File: config.mk
export PLATFORM = sky130hd
export DESIGN_NAME = backward_arbiter
export DESIGN_NICKNAME = d
export VERILOG_FILES = /design/src/rtl/backward_arbiter_pkg.sv /design/src/rtl/backward_arbiter_rr_pick.sv /design/src/rtl/backward_arbiter.sv
export SDC_FILE = /design/constraint.sdc
export NUM_CORES = 1
export LEC_CHECK = 0
export BUFFER_PORTS_ARGS = -buffer_cell sky130_fd_sc_hd__buf_4
export CAP_MARGIN = 15
export CORE_AREA = 2 2 39 41
export DETAILED_ROUTE_END_ITERATION = 8
export DIE_AREA = 0 0 41 43
export PLACE_DENSITY = 0.48
export SYNTH_ARGS = -nofsm -noshare
export SYNTH_HDL_FRONTEND = slang
export SYNTH_SLANG_ARGS = --single-unit
File: constraint.sdc
create_clock -name ACLK -period 1.3 [get_ports ACLK]
set_input_delay 0.26 -clock ACLK [delete_from_list [all_inputs] [get_ports ACLK]]
set_output_delay 0.26 -clock ACLK [all_outputs]
set_load 0.05 [all_outputs]
File: src/rtl/backward_arbiter_pkg.sv
// Shared types and helpers for the crossbar response-path arbiters.
package backward_arbiter_pkg;

    // Arbiter state: free to pick a new slave, or locked onto one mid-burst.
    typedef enum logic {
        IDLE = 1'b0,
        LOCK = 1'b1
    } arb_state_t;

    // Index width for a port count; never below one bit so vectors stay legal.
    function automatic int idx_width(input int n);
        return (n > 1) ? $clog2(n) : 1;
    endfunction

endpackage

File: src/rtl/backward_arbiter_rr_pick.sv
// Rotating priority search: first set request at or after ptr_i, wrapping
// modulo N (codes >= N are never produced, so non-power-of-2 N wraps cleanly).
module backward_arbiter_rr_pick
    import backward_arbiter_pkg::*;
#(
    parameter int N = 2,
    parameter int W = idx_width(N)
) (
    input  logic [N-1:0] req_i,
    input  logic [W-1:0] ptr_i,
    output logic [W-1:0] winner_o,
    output logic         valid_o
);

    // Walk offsets from farthest to nearest so the nearest request wins.
    always_comb begin
        winner_o = '0;
        valid_o  = 1'b0;
        for (int k = N - 1; k >= 0; k--) begin
            int idx;
            idx = int'(ptr_i) + k;
            if (idx >= N) begin
                idx = idx - N;
            end
            if (req_i[idx]) begin
                winner_o = W'(idx);
                valid_o  = 1'b1;
            end
        end
    end

endmodule

File: src/rtl/backward_arbiter.sv
// Per-master response arbiter: picks one slave response FIFO whose head is
// destined for this master and pushes its beat, holding the grant for the
// whole of a multi-beat response.
module backward_arbiter
    import backward_arbiter_pkg::*;
#(
    parameter int masters            = 2,
    parameter int slaves             = 2,
    parameter int i_am_master_number = 0,
    localparam int MW                = idx_width(masters),
    localparam int SW                = idx_width(slaves)
) (
    input  logic              ACLK,
    input  logic              ARESET,
    input  logic [slaves-1:0] slave_fifo_empty,
    input  logic [MW-1:0]     slave_master_dest [0:slaves-1],
    input  logic [slaves-1:0] slave_fifo_last,
    input  logic              master_fifo_full,
    output logic              push_to_fifo,
    output logic [slaves-1:0] pop_slave_fifo,
    output logic [SW-1:0]     grant_slave_number,
    output logic              locked
);

    localparam logic [MW-1:0] MY_ID    = MW'(i_am_master_number);
    localparam logic [SW-1:0] LAST_IDX = SW'(slaves - 1);

    arb_state_t        state_q, state_d;
    logic [SW-1:0]     rr_ptr_q, rr_ptr_d;
    logic [SW-1:0]     lock_slave_q, lock_slave_d;

    logic [slaves-1:0] req;
    logic [SW-1:0]     pick_winner;
    logic              pick_valid;
    logic [SW-1:0]     grant;
    logic              push;

    // A slave requests when its FIFO holds a beat addressed to this master.
    for (genvar gi = 0; gi < slaves; gi++) begin : g_req
        assign req[gi] = ~slave_fifo_empty[gi] & (slave_master_dest[gi] == MY_ID);
    end

    backward_arbiter_rr_pick #(
        .N (slaves),
        .W (SW)
    ) u_rr_pick (
        .req_i    (req),
        .ptr_i    (rr_ptr_q),
        .winner_o (pick_winner),
        .valid_o  (pick_valid)
    );

    // Grant follows the locked slave mid-burst, otherwise the rotating pick;
    // it stays driven while the master FIFO is full so the data mux is stable.
    always_comb begin
        if (state_q == LOCK) begin
            grant = lock_slave_q;
        end else if (pick_valid) begin
            grant = pick_winner;
        end else begin
            grant = '0;
        end
        push = req[grant] & ~master_fifo_full;
    end

    // State only moves on an actual push; stalls never rotate the pointer.
    always_comb begin
        state_d      = state_q;
        rr_ptr_d     = rr_ptr_q;
        lock_slave_d = lock_slave_q;
        if (push) begin
            if (slave_fifo_last[grant]) begin
                state_d  = IDLE;
                rr_ptr_d = (grant == LAST_IDX) ? '0 : grant + SW'(1);
            end else if (state_q == IDLE) begin
                state_d      = LOCK;
                lock_slave_d = grant;
            end
        end
    end

    // State register; reset abandons any partial burst.
    always_ff @(posedge ACLK) begin
        if (ARESET) begin
            state_q      <= IDLE;
            rr_ptr_q     <= '0;
            lock_slave_q <= '0;
        end else begin
            state_q      <= state_d;
            rr_ptr_q     <= rr_ptr_d;
            lock_slave_q <= lock_slave_d;
        end
    end

    // Outputs are quiet while reset is held.
    assign push_to_fifo       = push & ~ARESET;
    assign grant_slave_number = ARESET ? '0 : grant;
    assign locked             = ~ARESET & (state_q == LOCK);

    for (genvar gi = 0; gi < slaves; gi++) begin : g_pop
        assign pop_slave_fifo[gi] = push_to_fifo & (grant == SW'(gi));
    end

endmodule
==> key figures <==
Synthesis
  • Syn_nets: 41
  • Seq cells post-synth: 3
  • Synth top area cells: dfxtp_1 (24%), or3_4 (9.0%), nor2_1 (7.5%)
  • Most numerous cell in the Yosys netlist: nor2_1
  • Register area share after synthesis: 0.241
  • Share of the synthesized area in the top cell type: 0.241
  • Synth cell types: 20
  • Cell count after synthesis: 32
  • Synth top cells by count: nor2_1 (5), a21oi_1 (3), dfxtp_1 (3), nor3_1 (3)
  • EDFF count, synth: 0
  • Syn Std Cell Area: 249 um^2
  • Post-synthesis average cell area: 7.78 um^2
  • YS warnings: 0
  • Area leader, netlist: dfxtp_1
  • Asr flop ratio synth: 0
  • Prevailing post-synth register cell: dfxtp_1

Setup path
  • Crit path required time: 1.04 ns
  • Critical Path AT: 1.47 ns
  • Worst setup EP type: primary output
  • Critical Path Start Type: register
  • WS Path Type: register to primary output
  • Worst Path Max Fanout: 4

STA
  • Unrepaired setup endpoints after global routing: yes
  • Worst Tran Pin Value: 0.259 ns
  • Setup TNS: -1.93 ns
  • Final WS setup: -0.434 ns
  • Relative slew slack: 0.828
  • Skew final: 0.00866 ns
  • Max frequency: 577 MHz
  • Endpoints failing hold: 0
  • Final setup violation count: 6
  • Final Critical Period: 1.73 ns
  • Final period util: 1.33
  • Final Max Tran Viols: 0

CTS
  • CTS Hold Bufs: 0
  • Num CTS Buffers: 3
  • H-tree Lvls: 1
  • Root buffer cell: clkbuf_4
  • CTS tree: yes
  • Worst skew pair latency: 0.23 ns
  • Clock tree buffer depth: 2
  • Worst-path clk slew: 0.03 ns
  • Sink Count: 3

Place
  • DP Area: 487 um^2
  • DP HPWL: 658 um
  • Setup slack at placement: -0.375 ns
  • Buffers on Ports: 13
  • GPL Wtd Cong: 0.667

Floorplan
  • Die X: 41 um
  • IO Pins: 14
  • Die H: 43 um
  • DIE AREA: 1760 um^2
  • Initial Util: 0.180
  • Core area: 1380 um^2
  • # rows: 14

Power and ir drop
  • Power Total: 0.412 mW
  • IR drop worst, VDD: 0.686 mV
  • Leak Pwr: 0.237 nW
  • PD cells: 721 nW/um^2

Global route
  • Antenna violations before repair: 0
  • Largest net degree at the start of global routing: 7
  • First-pass GRT wire length: 1300 um
  • Gr ovfl total: 0
  • GR Util All Layers: 0.111
  • Vias in the first global route: 320

Route
  • Routed WL: 839 um
  • Via count: 338
  • Drt wl/cell: 11.2 um
  • Post-route ant nets: 0
  • # DRC: 0
  • DRT Pass-1 Iters: 4
  • DR iter-0 viols: 8
  • Vias per inst: 4.51

Final layout
  • Fin area: 572 um^2
  • Diodes inserted: 0
  • Fraction of layout instances using a drive strength above 1: 0.695
  • # fillers: 145
  • P&R area growth vs syn: 130%
  • # nets final: 69
  • Final Util: 0.413

Hold path
  • Hold WC Path Type: input port to register

Job
  • MaxCap Viol Count: 0

Status
  • Status: finished with violations
  • Violated checks: negative setup slack
## cells by family after synthesis
group / count (synthesis) / share of synthesized area
AOI/OAI and AO/OA: 11 / 0.322
buffers and inverters: 1 / 0.0151
DFF: 3 / 0.241
muxes: 1 / 0.0452
and+or+nand+nor: 16 / 0.377
## critical path, cell delays in order, from the launching register on
cell and delay, ns:
dfxtp_2 0.32, o211a_1 0.14, or3_4 0.38, nor3_4 0.22
buf_6 0.18
## flip-flops by register name (all words and copies together) (netlist names)
signal / count
lock_slave_q: 1
rr_ptr_q: 1
state_q: 1
## final timing paths
path	from	end	slack, ns	cells past startpoint
hold reg to reg	rr_ptr_q	rr_ptr_q	0.51	1
hold / removal	slave_fifo_last[0]	rr_ptr_q	0.26	2
setup reg to reg	state_q	state_q	-0.23	5
setup / recovery	state_q	pop_slave_fifo[0]	-0.43	4
## final cells by class
class / instances / area, um^2 / share of cell area
tap: 16 / 20.0 / 0.0350
clock buffer: 4 / 26.3 / 0.0460
multi-input combinational: 28 / 254 / 0.444
inverter: 1 / 3.75 / 0.00656
timing repair buffer: 23 / 206 / 0.361
sequential: 3 / 61.3 / 0.107
## cells in the final DEF, fill, tap and decap left out, types with 2 or more instances in the layout
master / n
clkbuf_4: 3
buf_8: 3
buf_4: 17
nor3_1: 2
a21oi_1: 2
nor2_4: 3
nor2_1: 2
or3_4: 2
dfxtp_1: 2
buf_6: 3
o21ai_0: 2
## per-layer routing
layer | vias up | part of all wire | track usage
met4 | 0 | 0 | 0.0200
met5 | - | 0 | 0
li1 | 175 | - | -
met2 | 11 | 0.48 | 0.172
met1 | 152 | 0.44 | 0.128
met3 | 0 | 0.075 | 0.0681
## power breakdown
| part | internal [mW] | switching, mW |
|---|---|---|
| Clock | 0.115 | 0.0490 |
| Sequential | 0.0970 | 0.00317 |
| Combinational | 0.0741 | 0.0737 |
| Total | 0.286 | 0.126 |
## stage by stage
stage,cells,hold WS [ns]
after global placement,69,0.491
after global routing,75,0.245
after CTS,74,0.261
final,75,0.259
after floorplan,32,0.329
after detailed placement,69,0.492
## timing repair
| action | CTS | global route |
|---|---|---|
| pin swaps | 4 | 3 |
| gates resized for setup | 8 | 3 |
| setup buffers | 2 | 2 |
| setup endpoints to repair | 7 | 7 |
(Power assumes the default switching activity.)
